$ cat src/rtl/forward_table_pkg.sv
// Shared definitions for the forward-lookup table: RAM geometry, read
// latency and the arbiter state encoding used by the lookup/forwarding blocks.
package forward_table_pkg;

    localparam int ADDR_W = 14;
    localparam int DATA_W = 9;
    localparam int RD_LAT = 2;

    typedef enum logic [1:0] {
        ST_INIT        = 2'd0,
        ST_IDLE        = 2'd1,
        ST_CFG_PEND    = 2'd2,
        ST_CFG_RD_WAIT = 2'd3
    } arb_state_e;

    typedef enum logic {
        OWN_LOOKUP = 1'b0,
        OWN_CFG    = 1'b1
    } tag_owner_e;

    typedef struct packed {
        logic       valid;
        tag_owner_e owner;
    } rd_tag_t;

endpackage

$ cat src/rtl/rd_tag_pipe.sv
// Read-tag pipeline: follows every RAM read for RD_LAT cycles so the
// arbiter knows which returning data word belongs to the config path.
module rd_tag_pipe
    import forward_table_pkg::*;
#(
    parameter int DEPTH = RD_LAT
) (
    input  logic    i_clk,
    input  logic    i_clr,
    input  rd_tag_t i_tag,
    output rd_tag_t o_tag
);

    rd_tag_t pipe_q [DEPTH];

    // Shift one slot per cycle; a clear drops every in-flight tag.
    // NOTE: clocked state uses non-blocking assignments so every stage samples the old value of its neighbour.
    always_ff @(posedge i_clk) begin
        if (i_clr) begin
            for (int i = 0; i < DEPTH; i++) pipe_q[i] <= '0;
        end else begin
            pipe_q[0] <= i_tag;
            for (int i = 1; i < DEPTH; i++) pipe_q[i] <= pipe_q[i-1];
        end
    end

    assign o_tag = pipe_q[DEPTH-1];

endmodule

$ cat src/rtl/forward_table_arbiter.sv
// Owns the single forward-lookup RAM port. Lookups get the port
// combinationally with absolute priority; the config path gets one
// outstanding request at a time; after reset the RAM is swept to INIT_VAL.
module forward_table_arbiter
    import forward_table_pkg::*;
#(
    parameter logic [DATA_W-1:0] INIT_VAL   = '0,
    parameter int                STARVE_MAX = 64
) (
    input  logic              i_clk,
    input  logic              i_rst,
    input  logic [ADDR_W-1:0] iv_lookup_raddr,
    input  logic              i_lookup_rd,
    input  logic [ADDR_W-1:0] iv_cfg_addr,
    input  logic [DATA_W-1:0] iv_cfg_wdata,
    input  logic              i_cfg_wr,
    input  logic              i_cfg_rd,
    output logic              o_cfg_ready,
    output logic [DATA_W-1:0] ov_cfg_rdata,
    output logic              o_cfg_rdata_valid,
    output logic              o_init_done,
    output logic              o_cfg_starve,
    output logic [ADDR_W-1:0] ov_ram_addr,
    output logic [DATA_W-1:0] ov_ram_wdata,
    output logic              o_ram_wr,
    output logic              o_ram_rd,
    input  logic [DATA_W-1:0] iv_ram_rdata
);

    localparam logic [ADDR_W-1:0] LAST_ADDR  = '1;
    localparam int                STV_W      = $clog2(STARVE_MAX + 1);
    localparam logic [STV_W-1:0]  STARVE_LIM = STV_W'(STARVE_MAX);

    arb_state_e        state_q, state_d;
    logic [ADDR_W-1:0] init_cnt_q, init_cnt_d;
    logic [ADDR_W-1:0] req_addr_q, req_addr_d;
    logic [DATA_W-1:0] req_wdata_q, req_wdata_d;
    logic              req_wr_q, req_wr_d;
    logic [STV_W-1:0]  starve_cnt_q, starve_cnt_d;
    logic              starve_q, starve_d;
    logic              init_done_q, init_done_d;
    logic [DATA_W-1:0] rdata_q, rdata_d;
    logic              rdata_valid_q, rdata_valid_d;
    logic              cfg_issue;
    rd_tag_t           tag_in, tag_out;

    // Ready is withheld during the rdata_valid cycle so a read completes before the next handshake.
    assign o_cfg_ready       = (state_q == ST_IDLE) && !rdata_valid_q;
    assign ov_cfg_rdata      = rdata_q;
    assign o_cfg_rdata_valid = rdata_valid_q;
    assign o_init_done       = init_done_q;
    assign o_cfg_starve      = starve_q;

    // Next-state logic: init sweep, config capture/issue, read return, starvation tracking.
    // NOTE: every variable gets its default first so no path leaves one unassigned (no latches).
    always_comb begin
        state_d       = state_q;
        init_cnt_d    = init_cnt_q;
        req_addr_d    = req_addr_q;
        req_wdata_d   = req_wdata_q;
        req_wr_d      = req_wr_q;
        starve_cnt_d  = starve_cnt_q;
        init_done_d   = init_done_q;
        rdata_d       = rdata_q;
        rdata_valid_d = 1'b0;
        cfg_issue     = 1'b0;

        case (state_q)
            ST_INIT: begin
                if (!i_lookup_rd) begin
                    init_cnt_d = init_cnt_q + ADDR_W'(1);
                    if (init_cnt_q == LAST_ADDR) begin
                        state_d     = ST_IDLE;
                        init_done_d = 1'b1;
                    end
                end
            end
            ST_IDLE: begin
                if ((i_cfg_wr || i_cfg_rd) && o_cfg_ready) begin
                    req_addr_d  = iv_cfg_addr;
                    req_wdata_d = iv_cfg_wdata;
                    req_wr_d    = i_cfg_wr;
                    state_d     = ST_CFG_PEND;
                end
            end
            ST_CFG_PEND: begin
                if (i_lookup_rd) begin
                    if (starve_cnt_q != STARVE_LIM) starve_cnt_d = starve_cnt_q + STV_W'(1);
                end else begin
                    cfg_issue    = 1'b1;
                    starve_cnt_d = '0;
                    state_d      = req_wr_q ? ST_IDLE : ST_CFG_RD_WAIT;
                end
            end
            ST_CFG_RD_WAIT: begin
                if (tag_out.valid && (tag_out.owner == OWN_CFG)) begin
                    rdata_d       = iv_ram_rdata;
                    rdata_valid_d = 1'b1;
                    state_d       = ST_IDLE;
                end
            end
            default: state_d = ST_INIT;
        endcase

        starve_d = starve_q || (starve_cnt_d == STARVE_LIM);
    end

    // RAM port mux: lookup first, then the registered internal request, else idle.
    always_comb begin
        ov_ram_addr  = '0;
        ov_ram_wdata = '0;
        o_ram_wr     = 1'b0;
        o_ram_rd     = 1'b0;
        if (i_lookup_rd) begin
            ov_ram_addr = iv_lookup_raddr;
            o_ram_rd    = 1'b1;
        end else if (!i_rst) begin
            if (state_q == ST_INIT) begin
                ov_ram_addr  = init_cnt_q;
                ov_ram_wdata = INIT_VAL;
                o_ram_wr     = 1'b1;
            end else if (state_q == ST_CFG_PEND) begin
                ov_ram_addr  = req_addr_q;
                ov_ram_wdata = req_wr_q ? req_wdata_q : '0;
                o_ram_wr     = req_wr_q;
                o_ram_rd     = !req_wr_q;
            end
        end
    end

    assign tag_in.valid = o_ram_rd;
    assign tag_in.owner = (cfg_issue && !req_wr_q) ? OWN_CFG : OWN_LOOKUP;

    rd_tag_pipe #(.DEPTH(RD_LAT)) u_tag_pipe (
        .i_clk (i_clk),
        .i_clr (i_rst),
        .i_tag (tag_in),
        .o_tag (tag_out)
    );

    // State and datapath registers with synchronous reset.
    // NOTE: the RAM itself is never reset; the init sweep is what gives it a defined content.
    always_ff @(posedge i_clk) begin
        if (i_rst) begin
            state_q       <= ST_INIT;
            init_cnt_q    <= '0;
            req_addr_q    <= '0;
            req_wdata_q   <= '0;
            req_wr_q      <= 1'b0;
            starve_cnt_q  <= '0;
            starve_q      <= 1'b0;
            init_done_q   <= 1'b0;
            rdata_q       <= '0;
            rdata_valid_q <= 1'b0;
        end else begin
            state_q       <= state_d;
            init_cnt_q    <= init_cnt_d;
            req_addr_q    <= req_addr_d;
            req_wdata_q   <= req_wdata_d;
            req_wr_q      <= req_wr_d;
            starve_cnt_q  <= starve_cnt_d;
            starve_q      <= starve_d;
            init_done_q   <= init_done_d;
            rdata_q       <= rdata_d;
            rdata_valid_q <= rdata_valid_d;
        end
    end

endmodule

$ cat config.mk
export PLATFORM = sky130hd
export DESIGN_NAME = forward_table_arbiter
export DESIGN_NICKNAME = d
export VERILOG_FILES = /design/src/rtl/forward_table_pkg.sv /design/src/rtl/rd_tag_pipe.sv /design/src/rtl/forward_table_arbiter.sv
export SDC_FILE = /design/constraint.sdc
export NUM_CORES = 1
export LEC_CHECK = 0
export BUFFER_PORTS_ARGS = -buffer_cell sky130_fd_sc_hd__buf_2
export CAP_MARGIN = 10
export CORE_MARGIN = 1.5
export CORE_UTILIZATION = 35
export DETAILED_ROUTE_END_ITERATION = 16
export PLACE_DENSITY = 0.66
export RECOVER_POWER = 50
export SYNTH_ARGS = -nofsm -noshare
export SYNTH_HDL_FRONTEND = slang
export SYNTH_SLANG_ARGS = --single-unit
$ cat constraint.sdc
create_clock -name i_clk -period 1.93 [get_ports i_clk]
set_input_delay 0.2895 -clock i_clk [delete_from_list [all_inputs] [get_ports i_clk]]
set_output_delay 0.2895 -clock i_clk [all_outputs]
set_load 0.05 [all_outputs]
# Word level (Yosys, flattened, before mapping)
# Memory sizes are Yosys's and may differ from the RTL's.
# Cells that the tools add are included.
# op_classes
n_reduce_logical,15
n_eq_ne,11
bitwise_logic,4
n_mux,36
addsub,2
# op_table
cell,count
$mux 14,4
$mux 9,5
$mux 7,3
$mux 2,8
$mux 1,15
$add 14x1->14 const B,1
$eq 14x14->1 const B,1
$ne 2x2->1 const B,4
$pmux 2 s4,1
$add 7x1->7 const B,1
$eq 7x7->1 const B,1
$ne 7x7->1 const B,1
$reduce_and 2->1,3
$reduce_and 5->1,1
$eq 2x2->1 const B,2
$logic_and 1x1->1,4
$reduce_and 3->1,1
$eq 2x1->1 const B,1
$logic_not 1->1,2
$logic_not 2->1,1
$logic_or 1x1->1,2
$ne 2x1->1 const B,1
$not 1->1,2
$or 1x1->1,2
$reduce_or 2->1,1
# word_totals
in_bits,51
n_memories,1
register_bits,59
ramBits,4
# mem_list
memory,depth,word_bits,read_ports,rd_clocked_by_memory_dff,write_ports,line_no,source
u_tag_pipe.pipe_q,2,2,2,0,2,rd_tag_pipe.sv:14,rd_tag_t pipe_q [DEPTH];

# Depth between registers and ports, before layout
# Gate-level depths: netlist (run 1).
# depth
word_depth,6
mapped_depth,8

# Cells and area by module
# A second synthesis (run 1) with hierarchy kept.
# hier_totals
cells_unflattened,417
hier_area_um2,3105.5
# modules_own_cells
mod,area_each_um2,instances,cells_per_inst
forward_table_arbiter,2985.4,1,407
rd_tag_pipe,120.1,1,10

# Worst setup path before layout (run 1)
# Ideal clock, no wire load.
# synth_path
kind,reg-to-reg
startpoint,reg state_q[0]
endpoint,mem u_tag_pipe.pipe_q[0][1] in the netlist's numbering
setup_time_ns,0.068
n_path_buf,1
arrival_ns,2.730
stages_incl_launch_ff,7
slack_ns,-0.867
cell_sequence,dfxtp_1 > inv_1 > ha_1 > buf_4 > inv_2 > o41ai_1 > and2_1
# synth_rtl
element,line_no,source
from (decl),forward_table_arbiter.sv:34,"arb_state_e state_q, state_d;"
from (signal assigned),forward_table_arbiter.sv:156,state_q <= state_d;
to (decl),rd_tag_pipe.sv:14,

# Final worst setup path (run 1)
# layout_path
startpoint,reg state_q[1]
endpoint,out ov_ram_wdata[5]
# layout_between
elab_chain_len,5
elab_cells_between_ends,6
# layout_rtl
element,line_no,source
$eq 2x2->1,forward_table_arbiter.sv:122,end else if (state_q == ST_CFG_PEND) begin
$mux 9,forward_table_arbiter.sv:122,
$mux 9 (*),forward_table_arbiter.sv:118,if (state_q == ST_INIT) begin
$mux 9 (*),forward_table_arbiter.sv:117,end else if (!i_rst) begin
$mux 9 (*),forward_table_arbiter.sv:114,if (i_lookup_rd) begin
to (decl),forward_table_arbiter.sv:24,"output logic [DATA_W-1:0] ov_ram_wdata,"
# Every way passes the cells marked *; elsewhere a longest branch is shown, timed or not.

==> results.cfg, run 1 <==
[clock_tree]
cts_root_buffer = sky130_fd_sc_hd__clkbuf_8
insertion_delay_ps = 350
max_buffers_root_to_sink = 2
postCtsHoldBufs = 0
tritoncts = built
count_of_h_tree_levels_built_during_cts = 3
cts_made_buffers = 9
clock_slew_seen_by_the_registers_of_the_worst_setup_and_hold_paths_ps = 70
clkSinkCount = 63

[route]
drt_iter0_drc = 121
avgRoutedWirePerCell_um = 13.46
detail-route-antenna-nets = 0
detail_route.drc_violations = 0
drt-total-wl_um = 8374
detailedRoute.firstPassIterationCount = 4
detail_route.vias_per_cell = 5.077
route.vias.total = 3158

[setup_path]
cp_slowest_cell = sky130_fd_sc_hd__dfxtp_4
worst-endpoint-arrival_ps = 1690
worstPathRequired_ps = 1640
end_kind = primary output
critPathMaxStageDelay_ps = 390
path_class = flop to primary output
critical_path_launch_point_type = flop
timing.critical_path.max_delay_family = simple AND/OR/NAND/NOR gates
path_cells = inv_4, ha_4, nor3_4, buf_6, and2_4, buf_8
critical_path.max_fanout = 5
timing.critical_path.buf_inv = 3
r2r_setup_slack_ps = 30

[placement]
place.detailed.hpwl_um = 5764
port_buffers = 88
finalWeightedCongestion = 0.8737
placement.cell_area_um2 = 3762
dpl_worst_slack_ps = 39.90

[timing]
max_slew_margin_pct = 40.08
finalCritPeriodShare_pct = 102.4
fin_ws_ps = -47.21
fmax_ghz = 0.5058
finalClockSkew_ps = 9.276
rsz_0062_raised_after_global_routing = true
worst_slew_pin_slew_ps = 898.6
timing.final.hold_violations = 0
setup_viol = 16
final_max_slew_viol_count = 0
hold_ws_ps = 176.1
finalSetupTns_ps = -408.5
layout_min_cycle_time_ps = 1977

[yosys]
synthesized_netlist_net_count = 475
syn_area_um2 = 3088
syn-mean-instance-area_um2 = 7.405
synth_largest_area_cell = sky130_fd_sc_hd__dfxtp_1
sequential_fraction_of_the_synthesis_area_pct = 40.84
top_area_cell_type_share_of_the_netlist_area_pct = 40.84
ys.warnings.count = 0
synth.area.top_cells = sky130_fd_sc_hd__dfxtp_1, sky130_fd_sc_hd__nand2_1, sky130_fd_sc_hd__a21oi_1
netlist_instances = 417
synth_seq_cells = 63
netlist-cell-type-count = 47

[final_layout]
layout_commonest_cell = sky130_fd_sc_hd__nand2_1
leading_cell_types_in_the_layout_fill_and_taps_excluded = sky130_fd_sc_hd__nand2_1, sky130_fd_sc_hd__dfxtp_1, sky130_fd_sc_hd__buf_2
fillerInstances = 807
drive_above_1_share_pct = 33.27
area_growth_pct = 39.63
final_area_um2 = 4312
antenna_cells = 0
final_stage_net_count = 567

[power]
leakage_nw = 1.614
vdd_drop_max_v = 0.0004393
power-per-cell-area_nw_per_um2 = 714.8

[grt]
grt_max_degree = 43
global_route.usage.total_pct = 18.21
wire_length_of_the_first_global_routing_pass_um = 13640
number_of_antenna_violations_at_the_first_check_in_global_routing = 0
overflow = 0
grt_pass1_vias = 2870

[floorplan]
fp.dieH_um = 96.93
die_width_um = 96.93
core-area_um2 = 8636
rows = 34
initial_core_util_pct = 35.76
io_pins = 89
fp.dieArea_um2 = 9395

[status]
violations = setup timing
result_of_the_run = finished with violations

[run]
maxCapViolations = 0

[min_path]
hold_path_class = input port to flop
## routing by layer
layer  GRT usage [%]  share of wire (%)  vias up
li1                -                  -     1598
met1           23.72                 45     1444
met2           28.67                 47      102
met3           3.829                5.7       14
met4           8.807                2.2        0
met5               0                  0        -
## power breakdown
group	internal, mW	switching [mW]
sequential	1.37	0.0524
combinational	0.268	0.439
clock	0.460	0.494
## flip-flops by register name (all words and copies together) (netlist names)
register,count
req_addr_q,14
o_cfg_rdata_valid,1
o_init_done,1
o_cfg_starve,1
u_tag_pipe.pipe_q,4
starve_cnt_q,7
init_cnt_q,14
req_wr_q,1
ov_cfg_rdata,9
state_q,2
req_wdata_q,9
## cell usage after synthesis (all sizes together)
library cell  number
a32o               1
a211oi             1
nand4              5
o311ai             1
nand4b             2
nand4bb            1
nand2b             1
a31o               2
inv                7
nor2b              6
and2              11
a22oi              2
nor2              44
a21oi             56
o221a              1
a22o               1
a211o              1
or2                1
nand3b             1
buf               13
clkbuf            10
a31oi              1
and3               4
o41ai              2
or3                1
o21ai             22
nand2            113
or4                1
a2111oi            1
xnor2              5
and4               3
dfxtp             63
ha                 7
o32a               1
xor2               8
nand3              8
nor3               9
## path summary, 6_finish.rpt
path                                start                       to  depth (start not counted)
hold reg to reg   u_tag_pipe.pipe_q[0][0]  u_tag_pipe.pipe_q[0][2]                          1
setup reg to reg          starve_cnt_q[1]             o_cfg_starve                          7
hold / removal             iv_cfg_addr[7]            req_addr_q[7]                          3
setup / recovery               state_q[1]          ov_ram_wdata[5]                          6
## area by class of cell
class / count / area (um^2) / share of cell area (%)
multi-input cells: 324 / 1926 / 44.66
clock inverters: 4 / 22.52 / 0.5223
clock buffers: 12 / 135.1 / 3.134
repair buffers: 104 / 792.0 / 18.37
inverters: 7 / 31.28 / 0.7255
well taps: 108 / 135.1 / 3.134
flip-flops and latches: 63 / 1270 / 29.45
## kinds of logic after synthesis
| logic type | count (synthesis) | synth area share, % |
|---|---|---|
| flops | 63 | 40.84 |
| buf+inv | 30 | 4.457 |
| fa+ha+maj | 7 | 2.836 |
| simple gates | 211 | 31.20 |
| compound gates | 93 | 16.98 |
| xor+xnor | 13 | 3.687 |
## through the flow
stage               power (mW)  std cells  util (%)
floorplan                1.818        417         -
global placement         1.999        603     43.57
detailed placement       2.012        603     43.57
CTS                      3.088        622     49.39
global route             3.244        622     49.93
finish                   3.082        622     49.93
## what timing repair did
action	4_1_cts	5_1_grt
setup buffers	1	0
gates resized for setup	96	20
gates cloned	2	0
endpoints found under the setup margin	25	29
pin swaps	11	3
## worst reg2reg max path: cells and delay by family, from the launching register on
| kind | cells | cell delay (ps) |
|---|---|---|
| buffers and inverters | 1 | 110 |
| AND/OR/NAND/NOR | 3 | 480 |
| flip-flops | 1 | 390 |
| AO/OA/AOI/OAI | 2 | 610 |
| adder cells (fa/ha/maj) | 1 | 190 |
(Power assumes the default switching activity.)
==> run 2, diff against run 1 <==
- REMOVE_ABC_BUFFERS: not set -> 1
==> run 2 against run 1 <==
  * The flow still finishes with violations (setup timing)
  * Global-route usage increased by 0.68 points
  * First-iteration DRC count is 9.1% higher
  * Combinational power is 5.4% higher
  * Wire length up 7.1%
  * Clock skew rose by 2.1 ps
==> results.cfg, run 2 (synthesis gave the netlist of run 1 again) <==
[clock_tree]
clkSinkCount = 63
tritoncts = built
count_of_h_tree_levels_built_during_cts = 3
insertion_delay_ps = 350
cts_made_buffers = 9
cts_root_buffer = sky130_fd_sc_hd__clkbuf_8
max_buffers_root_to_sink = 2
postCtsHoldBufs = 0
clock_slew_seen_by_the_registers_of_the_worst_setup_and_hold_paths_ps = 80

[final_layout]
layout.cells.non_filler = 634
leading_cell_types_in_the_layout_fill_and_taps_excluded = sky130_fd_sc_hd__nand2_1, sky130_fd_sc_hd__dfxtp_1, sky130_fd_sc_hd__buf_2
antenna_cells = 0
largestRegisters = init_cnt_q: 14 flops, req_addr_q: 14 flops
core_util_final_pct = 52.14
drive_above_1_share_pct = 35.55
final_stage_net_count = 579
fillerInstances = 835
layout_commonest_cell = sky130_fd_sc_hd__nand2_1
area_growth_pct = 45.83

[route]
detail_route.drc_violations = 0
detail-route-antenna-nets = 0
drt_iter0_drc = 132
detail_route.vias_per_cell = 5.041
drt-total-wl_um = 8969
detailedRoute.firstPassIterationCount = 4
avgRoutedWirePerCell_um = 14.15
route.vias.total = 3196

[timing]
hold_ws_ps = 170.7
finalCritPeriodShare_pct = 106.0
final_max_slew_viol_count = 0
max_slew_margin_pct = 31.64
timing.final.hold_violations = 0
finalClockSkew_ps = 11.38
layout_min_cycle_time_ps = 2047
rsz_0062_raised_after_global_routing = true
fmax_ghz = 0.4886
setup_viol = 24
worst_slew_pin_slew_ps = 1025
fin_ws_ps = -116.7

[run]
maxCapViolations = 0

[floorplan]
io_pins = 89
fp.dieArea_um2 = 9395
core-area_um2 = 8636
fp.dieH_um = 96.93
die_width_um = 96.93
rows = 34
initial_core_util_pct = 35.76

[placement]
dp.cells = 610
dpl_worst_slack_ps = 55.55
place.detailed.hpwl_um = 5735
port_buffers = 88
finalWeightedCongestion = 0.8379

[power]
power.share.switching_pct = 29.30
total_chip_power_mw = 3.575
vdd_drop_max_v = 0.0003736
switchingPower_mw = 1.047
comb_power_share_pct = 20.8
pwr-share-seq_pct = 39.5
p_int_mw = 2.527
power-per-cell-area_nw_per_um2 = 793.8
leakage_nw = 1.822
clockPowerShare_pct = 39.6

[grt]
number_of_antenna_violations_at_the_first_check_in_global_routing = 0
overflow = 0
wire_length_of_the_first_global_routing_pass_um = 14490
grt_pass1_vias = 3138
grt_max_degree = 48
global_route.usage.total_pct = 18.89

[status]
violations = setup timing
result_of_the_run = finished with violations

[min_path]
hold_path_class = input port to flop

[setup_path]
worstPathRequired_ps = 1640
worst-endpoint-arrival_ps = 1760
critical_path.max_fanout = 7
critical_path_launch_point_type = flop
path_class = flop to primary output
end_kind = primary output
run 2: changes by cell type in the layout (fill, tap and decap cells not counted), moves of 4 or more:
cell,previous run,this run
sky130_fd_sc_hd__nand2_1,112,106
sky130_fd_sc_hd__nor2_2,8,2
sky130_fd_sc_hd__buf_2,49,61
sky130_fd_sc_hd__nor2_1,33,37
sky130_fd_sc_hd__o21ai_1,0,10
sky130_fd_sc_hd__buf_4,8,17
sky130_fd_sc_hd__o21ai_2,15,6
sky130_fd_sc_hd__nand2_4,0,4
sky130_fd_sc_hd__clkbuf_1,17,1
run 2: layer usage:
metal  wire (um)  share of wire, %  GRT usage [%]  vias up
li1            -                 -              -     1608
met1        3740                42          22.35     1481
met2        4642                52          33.46       94
met3         438               4.9          3.829       13
met4         147               1.6          7.135        0
met5           0                 0              0        -
run 2: repair_timing:
item / in CTS / in global routing
gates resized for setup: 95 / 47
setup buffers: 5 / 0
endpoints found under the setup margin: 24 / 31
gates cloned: 2 / 1
pin swaps: 14 / 21
run 2: through the flow:
step / area, um^2 / TNS (ps)
after global routing: 4503 / -3151
final: 4503 / -1188
after CTS: 4317 / -726.5
after global placement: 3727 / 0
after detailed placement: 3727 / 0
after floorplan: 2977 / -30530
run 2: worst max-delay path, stage by stage, from the launching register on:
cell and delay [ps]:
sky130_fd_sc_hd__dfxtp_4 360, sky130_fd_sc_hd__buf_6 100, sky130_fd_sc_hd__ha_4 180, sky130_fd_sc_hd__clkbuf_16 170, sky130_fd_sc_hd__nand2_4 50, sky130_fd_sc_hd__nor2_4 100
sky130_fd_sc_hd__a21oi_2 30, sky130_fd_sc_hd__o21ai_1 210, sky130_fd_sc_hd__buf_6 190
run 2: cell type report:
cell class	instances	area, um^2	share of cell area, %
multi-input combinational	324	1902	42.23
sequential	63	1266	28.12
timing repair buffer	116	929.6	20.64
tap	108	135.1	3.001
clock buffer	9	123.9	2.751
clock inverter	7	120.1	2.667
inverter	7	26.28	0.5835
run 2: path summary, 6_finish.rpt:
path,start,slack [ps],depth (start not counted),end
setup / recovery,state_q[1],-120,8,ov_ram_addr[6]
hold / removal,iv_ram_rdata[8],170,3,ov_cfg_rdata[8]
setup reg to reg,init_cnt_q[4],50,5,state_q[1]
hold reg to reg,u_tag_pipe.pipe_q[0][1],440,1,u_tag_pipe.pipe_q[0][3]
run 2: power groups by stage:
stage / sequential, mW / combinational, mW / clock (mW)
after floorplan: 1.43 / 0.326 / 0
after global placement: 1.43 / 0.579 / 0
after detailed placement: 1.43 / 0.592 / 0
after CTS: 1.41 / 0.696 / 1.45
after global routing: 1.42 / 0.808 / 1.50
final: 1.41 / 0.745 / 1.42
